<file path="src/rtl/mem_bist_if.sv">
// Request/response bundle between the BIST initiator and the dual-port memory.
// The master drives the write and read requests. The slave returns read data and port-idle flags.
interface mem_bist_if #(
    parameter int WORD_SIZE    = 8,
    parameter int ADDRESS_SIZE = 4
);
    logic                    w_en;
    logic [ADDRESS_SIZE-1:0] w_addr;
    logic [WORD_SIZE-1:0]    w_data;
    logic                    r_en;
    logic [ADDRESS_SIZE-1:0] r_addr;
    logic [WORD_SIZE-1:0]    r_data;
    logic                    r_ready;
    logic                    w_ready;

    modport master (
        output w_en, w_addr, w_data, r_en, r_addr,
        input  r_data, r_ready, w_ready
    );

    modport slave (
        input  w_en, w_addr, w_data, r_en, r_addr,
        output r_data, r_ready, w_ready
    );
endinterface

</file>
<file path="src/rtl/mem_bist.sv">
// Memory BIST initiator: runs five ascending sweeps (init check, P write/verify, ~P write/verify).
// Latency: each word costs an issue cycle plus the port's busy time; done rises 241 cycles after start (16 words, zero waits).
// Backpressure: stalls on w_ready/r_ready low; a watchdog aborts the run if a port stays busy too long.
module mem_bist #(
    parameter int                    WORD_SIZE    = 8,
    parameter logic [WORD_SIZE-1:0]  WORD_INIT    = 8'b0,
    parameter int                    ADDRESS_SIZE = 4,
    parameter int                    MEMORY_QTY   = 16,
    parameter logic [WORD_SIZE-1:0]  SEED         = 8'hA5,
    parameter int                    ERR_SIZE     = 8,
    parameter int                    TIMEOUT_SIZE = 8
) (
    input  logic                    clock,
    input  logic                    reset,
    input  logic                    start,
    mem_bist_if.master              mem,
    output logic                    busy,
    output logic                    done,
    output logic                    pass,
    output logic                    timeout,
    output logic [ERR_SIZE-1:0]     error_count,
    output logic [ADDRESS_SIZE-1:0] fail_addr
);
    typedef enum logic [2:0] {
        S_IDLE, S_WAIT_RDY, S_W_ISSUE, S_W_WAIT, S_R_ISSUE, S_R_WAIT, S_DONE
    } state_t;

    localparam logic [ADDRESS_SIZE-1:0] LAST_ADDR = ADDRESS_SIZE'(MEMORY_QTY - 1);
    localparam logic [TIMEOUT_SIZE-1:0] WD_LAST   = {{(TIMEOUT_SIZE-1){1'b1}}, 1'b0};

    state_t                  state, state_next;
    logic [ADDRESS_SIZE-1:0] addr;
    logic [2:0]              phase, phase_next;
    logic [TIMEOUT_SIZE-1:0] wd;
    logic [WORD_SIZE-1:0]    pat, expected;
    logic                    waiting, wd_expired, hs_done, sweep_end, mismatch, launch, timeout_hit;

    always_comb begin
        pat        = SEED ^ WORD_SIZE'(addr);
        phase_next = phase + 3'd1;
        case (phase)
            3'd0:    expected = WORD_INIT;
            3'd2:    expected = pat;
            default: expected = ~pat;
        endcase
        waiting     = (state == S_WAIT_RDY) || (state == S_W_WAIT) || (state == S_R_WAIT);
        wd_expired  = waiting && (wd == WD_LAST);
        hs_done     = ((state == S_W_WAIT) && mem.w_ready) || ((state == S_R_WAIT) && mem.r_ready);
        sweep_end   = (addr == LAST_ADDR);
        mismatch    = (state == S_R_WAIT) && mem.r_ready && (mem.r_data != expected);
        launch      = ((state == S_IDLE) || (state == S_DONE)) && start;
        // Entering DONE without a completed handshake can only be the watchdog.
        timeout_hit = busy && (state_next == S_DONE) && !hs_done;
    end

    always_ff @(posedge clock or posedge reset) begin
        if (reset) state <= S_IDLE;
        else       state <= state_next;
    end

    always_comb begin
        state_next = state;
        case (state)
            S_IDLE, S_DONE: if (start) state_next = S_WAIT_RDY;
            S_WAIT_RDY: begin
                if (mem.r_ready && mem.w_ready) state_next = phase[0] ? S_W_ISSUE : S_R_ISSUE;
                else if (wd_expired)            state_next = S_DONE;
            end
            S_W_ISSUE: state_next = S_W_WAIT;
            S_R_ISSUE: state_next = S_R_WAIT;
            S_W_WAIT, S_R_WAIT: begin
                if (hs_done) begin
                    if (!sweep_end)         state_next = (state == S_W_WAIT) ? S_W_ISSUE : S_R_ISSUE;
                    else if (phase == 3'd4) state_next = S_DONE;
                    else                    state_next = phase_next[0] ? S_W_ISSUE : S_R_ISSUE;
                end else if (wd_expired) begin
                    state_next = S_DONE;
                end
            end
            default: state_next = S_IDLE;
        endcase
    end

    always_comb begin
        mem.w_en   = (state == S_W_ISSUE);
        mem.r_en   = (state == S_R_ISSUE);
        mem.w_addr = addr;
        mem.r_addr = addr;
        busy       = (state != S_IDLE) && (state != S_DONE);
        // Gated by phase so the bus idles at zero outside the write sweeps.
        case (phase)
            3'd1:    mem.w_data = pat;
            3'd3:    mem.w_data = ~pat;
            default: mem.w_data = '0;
        endcase
    end

    always_ff @(posedge clock or posedge reset) begin
        if (reset) begin
            addr        <= '0;
            phase       <= '0;
            wd          <= '0;
            error_count <= '0;
            fail_addr   <= '0;
            done        <= 1'b0;
            pass        <= 1'b0;
            timeout     <= 1'b0;
        end else begin
            if (state_next != state) wd <= '0;
            else if (waiting)        wd <= wd + 1'b1;

            if (launch) begin
                addr        <= '0;
                phase       <= '0;
                error_count <= '0;
                fail_addr   <= '0;
                done        <= 1'b0;
                pass        <= 1'b0;
                timeout     <= 1'b0;
            end else begin
                if (mismatch) begin
                    if (error_count != '1) error_count <= error_count + 1'b1;
                    if (error_count == '0) fail_addr   <= addr;
                end
                if (hs_done) begin
                    if (sweep_end) begin
                        addr  <= '0;
                        phase <= phase_next;
                    end else begin
                        addr  <= addr + 1'b1;
                    end
                end
                if (busy && (state_next == S_DONE)) begin
                    done    <= 1'b1;
                    timeout <= timeout_hit;
                    pass    <= !timeout_hit && (error_count == '0) && !mismatch;
                end
            end
        end
    end
endmodule

</file>
<file path="src/flat_wrapper.sv">
// flat-port wrapper written by rule: the top's interface ports become plain ports
module mem_bist_flat 
#(
    parameter int                    WORD_SIZE    = 8,
    parameter logic [WORD_SIZE-1:0]  WORD_INIT    = 8'b0,
    parameter int                    ADDRESS_SIZE = 4,
    parameter int                    MEMORY_QTY   = 16,
    parameter logic [WORD_SIZE-1:0]  SEED         = 8'hA5,
    parameter int                    ERR_SIZE     = 8,
    parameter int                    TIMEOUT_SIZE = 8
)
  (clock, reset, start, busy, done, pass, timeout, error_count, fail_addr, mem_w_en, mem_w_addr, mem_w_data, mem_r_en, mem_r_addr, mem_r_data, mem_r_ready, mem_w_ready);
  mem_bist_if #(.WORD_SIZE(WORD_SIZE), .ADDRESS_SIZE(ADDRESS_SIZE)) mem_i ();
  input  logic clock;
  input  logic reset;
  input  logic start;
  output logic busy;
  output logic done;
  output logic pass;
  output logic timeout;
  output logic [ERR_SIZE-1:0] error_count;
  output logic [ADDRESS_SIZE-1:0] fail_addr;
  output wire logic [$bits(mem_i.w_en)-1:0] mem_w_en;
  output wire logic [$bits(mem_i.w_addr)-1:0] mem_w_addr;
  output wire logic [$bits(mem_i.w_data)-1:0] mem_w_data;
  output wire logic [$bits(mem_i.r_en)-1:0] mem_r_en;
  output wire logic [$bits(mem_i.r_addr)-1:0] mem_r_addr;
  input wire logic [$bits(mem_i.r_data)-1:0] mem_r_data;
  input wire logic [$bits(mem_i.r_ready)-1:0] mem_r_ready;
  input wire logic [$bits(mem_i.w_ready)-1:0] mem_w_ready;
  assign mem_w_en = mem_i.w_en;
  assign mem_w_addr = mem_i.w_addr;
  assign mem_w_data = mem_i.w_data;
  assign mem_r_en = mem_i.r_en;
  assign mem_r_addr = mem_i.r_addr;
  assign mem_i.r_data = mem_r_data;
  assign mem_i.r_ready = mem_r_ready;
  assign mem_i.w_ready = mem_w_ready;
  mem_bist #(.WORD_SIZE(WORD_SIZE), .WORD_INIT(WORD_INIT), .ADDRESS_SIZE(ADDRESS_SIZE), .MEMORY_QTY(MEMORY_QTY), .SEED(SEED), .ERR_SIZE(ERR_SIZE), .TIMEOUT_SIZE(TIMEOUT_SIZE)) u_core (.clock(clock), .reset(reset), .start(start), .mem(mem_i), .busy(busy), .done(done), .pass(pass), .timeout(timeout), .error_count(error_count), .fail_addr(fail_addr));
endmodule
</file>
<file path="config.mk">
export PLATFORM = sky130hd
export DESIGN_NAME = mem_bist_flat
export DESIGN_NICKNAME = d
export VERILOG_FILES = /design/src/rtl/mem_bist_if.sv /design/src/rtl/mem_bist.sv /design/src/flat_wrapper.sv
export SDC_FILE = /design/constraint.sdc
export NUM_CORES = 1
export LEC_CHECK = 0
export CAP_MARGIN = 30
export CELL_PAD_IN_SITES_DETAIL_PLACEMENT = 0
export CELL_PAD_IN_SITES_GLOBAL_PLACEMENT = 2
export CORE_ASPECT_RATIO = 1.25
export CORE_MARGIN = 5
export CORE_UTILIZATION = 30
export DETAILED_ROUTE_END_ITERATION = 7
export GPL_TIMING_DRIVEN = 0
export PLACE_DENSITY_LB_ADDON = 0.1
export SLEW_MARGIN = 20
export SYNTH_ARGS = -nofsm -noshare
export SYNTH_HDL_FRONTEND = slang
export SYNTH_SLANG_ARGS = --single-unit
</file>
<file path="constraint.sdc">
create_clock -name clock -period 3.4 [get_ports clock]
set_clock_uncertainty 0.1 [all_clocks]
set_input_delay 0.51 -clock clock [delete_from_list [all_inputs] [get_ports clock]]
set_output_delay 0.51 -clock clock [all_outputs]
set_load 0.01 [all_outputs]
</file>
Yosys cells after proc, flatten, opt, wreduce, memory -nomap -nowiden
Cells that the tools add are included.
{"block": "op_classes", "add_sub_neg": 4, "n_eq_ne": 17, "n_mux": 32, "bitwise_logic": 2, "n_reduce_logical": 34}
{"cell": "8-bit two-way mux", "n": 5}
{"cell": "3-bit two-way mux", "n": 12}
{"cell": "8-bit one-hot mux with 2 select lines", "n": 2}
{"cell": "4-bit two-way mux", "n": 6}
{"cell": "8-bit by 1-bit adder with 8-bit output (second input constant)", "n": 2}
{"cell": "3-bit equality test (second input constant)", "n": 5}
{"cell": "3-bit one-hot mux with 5 select lines", "n": 1}
{"cell": "2-bit nonzero test", "n": 7}
{"cell": "3-bit by 2-bit equality test with 1-bit output (second input constant)", "n": 4}
{"cell": "1-bit logical AND", "n": 11}
{"cell": "8-bit equality test (second input constant)", "n": 1}
{"cell": "8-bit zero test", "n": 1}
{"cell": "8-bit != test", "n": 1}
{"cell": "8-bit != test (second input constant)", "n": 1}
{"cell": "8-bit NOT", "n": 1}
{"cell": "3-bit by 1-bit equality test with 1-bit output (second input constant)", "n": 2}
{"cell": "3-bit zero test", "n": 2}
{"cell": "1-bit two-way mux", "n": 6}
{"cell": "2-bit AND reduction", "n": 3}
{"cell": "4-bit by 1-bit adder with 4-bit output (second input constant)", "n": 1}
{"cell": "4-bit equality test (second input constant)", "n": 1}
{"cell": "1-bit logical OR", "n": 4}
{"cell": "2-bit NOT with 4-bit output", "n": 1}
{"cell": "2-bit OR reduction", "n": 2}
{"cell": "other kinds (5)", "n": 7}
{"block": "word_totals", "ff_bits": 33}

Depth between registers and ports, before layout
{"block": "logic_depth", "word_depth": 15, "depth_mapped": 10}

Least setup slack after synthesis
Ideal clock, no wire load.
{"block": "synth_timing", "kind": "reg-to-reg", "start": "reg u_core.phase[0]", "end": "reg u_core.error_count[3]", "setup_ns": 0.133, "arrival_ns": 2.414, "required_time_ns": 3.167, "setup_slack_ns": 0.753, "stages_incl_launch_ff": 11, "n_path_buf": 2, "synth_period_minus_slack_ns": 2.647, "cell_sequence": "dfrtp_1 > clkbuf_1 > inv_1 > ha_1 > or3_4 > a2111oi_4 > a2bb2oi_2 > o211a_4 > buf_8 > nor4_2 > mux2i_1"}
{"block": "synth_via", "elab_chain_cells": 6, "elab_cells_between_ends": 7, "classes_between": "2 x eq/ne; 1 x mux; 4 x reduce/logical"}
{"element": "from (decl)", "line_no": "mem_bist.sv:33", "source": "logic [2:0] phase, phase_next;"}
{"element": "from (signal assigned)", "line_no": "mem_bist.sv:128", "source": "phase <= phase_next;"}
{"element": "3-bit by 2-bit equality test with 1-bit output or 3-bit zero test (tied branches)", "line_no": "mem_bist.sv:41", "source": "case (phase)"}
{"element": "8-bit one-hot mux with 2 select lines (*)", "line_no": "mem_bist.sv:41"}
{"element": "8-bit != test (*)", "line_no": "mem_bist.sv:50", "source": "mismatch = (state == S_R_WAIT) && mem.r_ready && (mem.r_data != expected);"}
{"element": "1-bit logical AND (*)", "line_no": "mem_bist.sv:50"}
{"element": "2-bit nonzero test (no source line) (*)"}
{"element": "2-bit AND reduction (no source line) (*)"}
{"element": "to (signal assigned)", "line_no": "mem_bist.sv:122", "source": "if (error_count != '1) error_count <= error_count + 1'b1;"}
{"element": "to (decl)", "line_no": "mem_bist.sv:21", "source": "output logic [ERR_SIZE-1:0] error_count,"}
Every way passes the cells marked *; elsewhere a longest branch is shown, timed or not.
A chain may end at the register's enable or synchronous reset.

Worst setup path after layout
{"block": "layout_timing", "start": "reg u_core.phase[0]", "end": "reg u_core.fail_addr[2]"}
{"block": "layout_via", "elab_chain_cells": 6, "elab_cells_between_ends": 7, "classes_between": "2 x eq/ne; 1 x mux; 4 x reduce/logical"}
{"element": "3-bit by 2-bit equality test with 1-bit output or 3-bit zero test (tied branches)", "line_no": "mem_bist.sv:41"}
{"element": "8-bit one-hot mux with 2 select lines (*)", "line_no": "mem_bist.sv:41"}
{"element": "8-bit != test (*)", "line_no": "mem_bist.sv:50"}
{"element": "1-bit logical AND (*)", "line_no": "mem_bist.sv:50"}
{"element": "2-bit nonzero test (no source line) (*)"}
{"element": "2-bit AND reduction (no source line) (*)"}
{"element": "to (signal assigned)", "line_no": "mem_bist.sv:123", "source": "if (error_count == '0) fail_addr <= addr;"}
{"element": "to (decl)", "line_no": "mem_bist.sv:22", "source": "output logic [ADDRESS_SIZE-1:0] fail_addr"}
Marks and branches as above.

==> run metrics <==
outcome=completed; clock transition at the register clock pins on the worst setup and hold paths after CTS=roughly 0.070 ns; critical path peak fanout=10; number of non-filler instances in the completed layout=about 410; Worst Tran Pin Value=approximately 0.75 ns; max-cap check violation count=0; count of buffer and inverter cells on the critical path=3; remaining global-route overflow=0; largest buffer count on any clock path=2; Gates resized, CTS repair=0; startpoint of the tightest hold check path=u_core.done$_DFFE_PP0P_; effective utilization at floorplan=30.7%; post-detail-place hpwl=4610 um; total number of vias=2089; CTS Buf Count=5; final standard cell utilization of the core=between 30% and 40%; cell at the slowest stage of the critical path=or3_4; WS Path Type=reg -> reg; CTS H-Tree Depth=2; Distinct cells, synth=53; IR Drop Worst-Case VDD=0.276 mV; commonest register cell after synthesis=dfrtp_1; count of endpoints failing hold in the final timing report=0; fill count=between 700 and 800; Critical Path Max Stage Delay=0.43 ns; Worst EP arrival=around 3.2 ns; clock insertion delay at the later pin of the skew report=0.28 ns; clock network fraction of design power=~19%; per-cell routed wire length=~15 um; post-synthesis instance total=roughly 260; number of port buffers=46; count of cell instances traversed by the critical path=10; Final #Nets=339; most used cells in the layout excluding fill and tap cells=clkdlybuf4s50_1, dfrtp_1, nand2_1; area growth from synthesis to final layout=29.3%; number of hold buffers added after CTS=0; number of antenna violations at the first check in global routing=0; startpoint kind of the worst setup timing path=flop; setup slack of the most critical reg-to-reg path=about 0.32 ns; cell count after placement=approximately 400; endpoint of the worst register-to-register path=u_core.fail_addr[2]$_DFFE_PP0P_; Post-Place Worst Slack=about 0.3 ns; cell type group with the largest total delay on the critical path=compound AO/OA/AOI/OAI gates; ports placed on the boundary=47; Mean Syn Cell Area=a little under 9 um^2; number of global-route vias before repair=2084; horizontal die dimension=roughly 88 um; final estimated routing congestion in global placement=0.783; setup repair after global routing missed its margin=no; number of detailed-routing iterations run before antenna repair=4; wire length of the first global-routing pass=about 9900 um; Setup WS post-layout=between 0.3 and 0.4 ns; Final Critical Period=roughly 3 ns; fmax=roughly 330 MHz; Critical path origin=u_core.phase[0]$_DFFE_PP0P_; CTS sink cnt=33; required time of the critical path=roughly 3.5 ns; highest metal layer used by the detailed router=met4; detailed router's first-iteration violation count=100; Slew headroom=around half; sequential cell area fraction in the yosys report=36.3%; area of the mapped netlist=2270 um^2; sequential share of power=between 30% and 40%; Post-synth ARST share=100%; count of flip-flops with a built-in enable after synthesis=0; TritonCTS clock tree=done; leakage power summed over all cells=~1.2 nW; most frequent standard cell in the layout excluding fill and tap cells=clkdlybuf4s50_1; core box area=around 7400 um^2; power density over the cells=about 540 nW/um^2; Switch Pwr=roughly 0.63 mW; r2r startpoint=u_core.phase[0]$_DFFE_PP0P_; number of storage elements in the synthesis netlist=33; buffers inserted by post-CTS timing repair=0; Total Power=~1.6 mW; combinational cell fraction of total power=between 40% and 50%; num rows=35; synthesis warning total=0; final critical-path share of the clock period=90.5%; Via-to-Cell Ratio=between 5 and 6; instance area after placement=2850 um^2; cell-internal power=between 0.9 and 1 mW; count of antenna diodes in the layout=0; post-route cell area=roughly 2900 um^2; residual DRC count=0; post-route met1 wirelength=2600 um; Critical Path Sink=u_core.fail_addr[2]$_DFFE_PP0P_; category of the worst setup path capture point=flop; Root Buffer Master=clkbuf_8; final routed wirelength across all metal layers=6080 um; sw frac=roughly 40%; pin count of the biggest net entering global routing=34; ordered list of cells on the worst path=clkbuf_1, inv_1, ha_1, or3_4, a2111oi_4, a2bb2oi_2, o211a_4, buf_8, o21ai_0, a21oi_1; floorplan die height=107 um; routed wire length on met3=269 um; number of cells on the worst reg-to-reg path=10; share of final-layout standard cells stronger than drive strength 1=under 10%; post-route antenna net violation count=0; final sum of negative setup slack=0 ns; detailed-routed wire length on met2=around 3100 um; Min Hold Slack=0.376 ns; setup-violating endpoint count in the final report=0; global-route usage over all layers=between 10% and 20%; Net Count, Synth=between 200 and 300; DIE AREA=between 9000 and 10000 um^2; type of the worst min-delay path=reg -> reg; number of pins with negative max-slew slack in the final report=0
## power groups by stage
stage,clock network [mW],registers [mW],logic (mW)
2_1_floorplan,0,0.540,0.440
3_3_place_gp,0,0.538,0.753
3_5_place_dp,0,0.539,0.755
4_1_cts,0.317,0.532,0.756
5_1_grt,0.333,0.543,0.822
6_report,0.305,0.530,0.742
## synth_stat cells (6+ instances only)
master,n,area [um^2]
dfrtp_1,33,826
nand2_1,31,116
nor2_1,23,86.3
a21oi_1,16,80.1
o21ai_0,14,70.1
nand3_1,13,65.1
inv_1,12,45.0
nand4_1,12,75.1
ha_1,10,125
buf_4,7,52.6
xor2_1,7,61.3
clkbuf_1,6,22.5
## worst min-delay path by stage
stage,cells past startpoint,slack [ns],endpoint
finish,2,0.38,u_core.done$_DFFE_PP0P_
global placement,2,0.36,u_core.done$_DFFE_PP0P_
detailed placement,2,0.36,u_core.done$_DFFE_PP0P_
CTS,2,0.38,u_core.done$_DFFE_PP0P_
floorplan,2,0.40,u_core.wd[6]$_DFFE_PP0P_
global route,2,0.40,u_core.done$_DFFE_PP0P_
## cells by family (layout without fill, tap and decap cells)
logic type      Yosys count  count (layout)  synth area share (%)
xor+xnor                 10              10                  4.18
flops                    33              33                  36.3
compound gates           58              58                  18.0
buf+inv                  30              84                  6.82
fa+ha+maj                10              10                  5.50
mux                       7               7                  3.19
simple gates            114             114                  26.0
## routing by layer
| metal | vias to the layer above | GRT usage, % |
|---|---|---|
| li1 | 1042 | - |
| met1 | 996 | 15.6 |
| met2 | 43 | 23.8 |
| met3 | 8 | 2.60 |
| met4 | 0 | 4.17 |
| met5 | - | 0 |
## sequential cells by signal (all words and copies together), names as in the netlist
| register | cells |
|---|---|
| u_core.done | 1 |
| u_core.error_count | 8 |
| u_core.fail_addr | 4 |
| u_core.mem.r_addr | 4 |
| u_core.pass | 1 |
| u_core.phase | 3 |
| u_core.state | 3 |
| u_core.timeout | 1 |
| u_core.wd | 8 |
## worst register-to-register path, delay by kind of cell, from the launching register on
| kind | cells | cell delay, ns |
|---|---|---|
| flip-flops | 1 | 0.37 |
| buffers and inverters | 3 | 0.71 |
| AO/OA/AOI/OAI | 5 | 1.04 |
| AND/OR/NAND/NOR | 1 | 0.43 |
| adder cells (fa/ha/maj) | 1 | 0.35 |
## final cells by class
type                            instances  area [um^2]  area share (%)
Tap cell                               92          115            3.92
Inverter                               12         45.0            1.53
Buffer                                 18          110            3.75
Timing Repair Buffer                   47          464            15.8
Sequential cell                        33          826            28.1
Clock buffer                            7         86.3            2.94
Multi-Input combinational cell        199         1290            44.0
No activity file was read; power rests on OpenSTA's default activity.
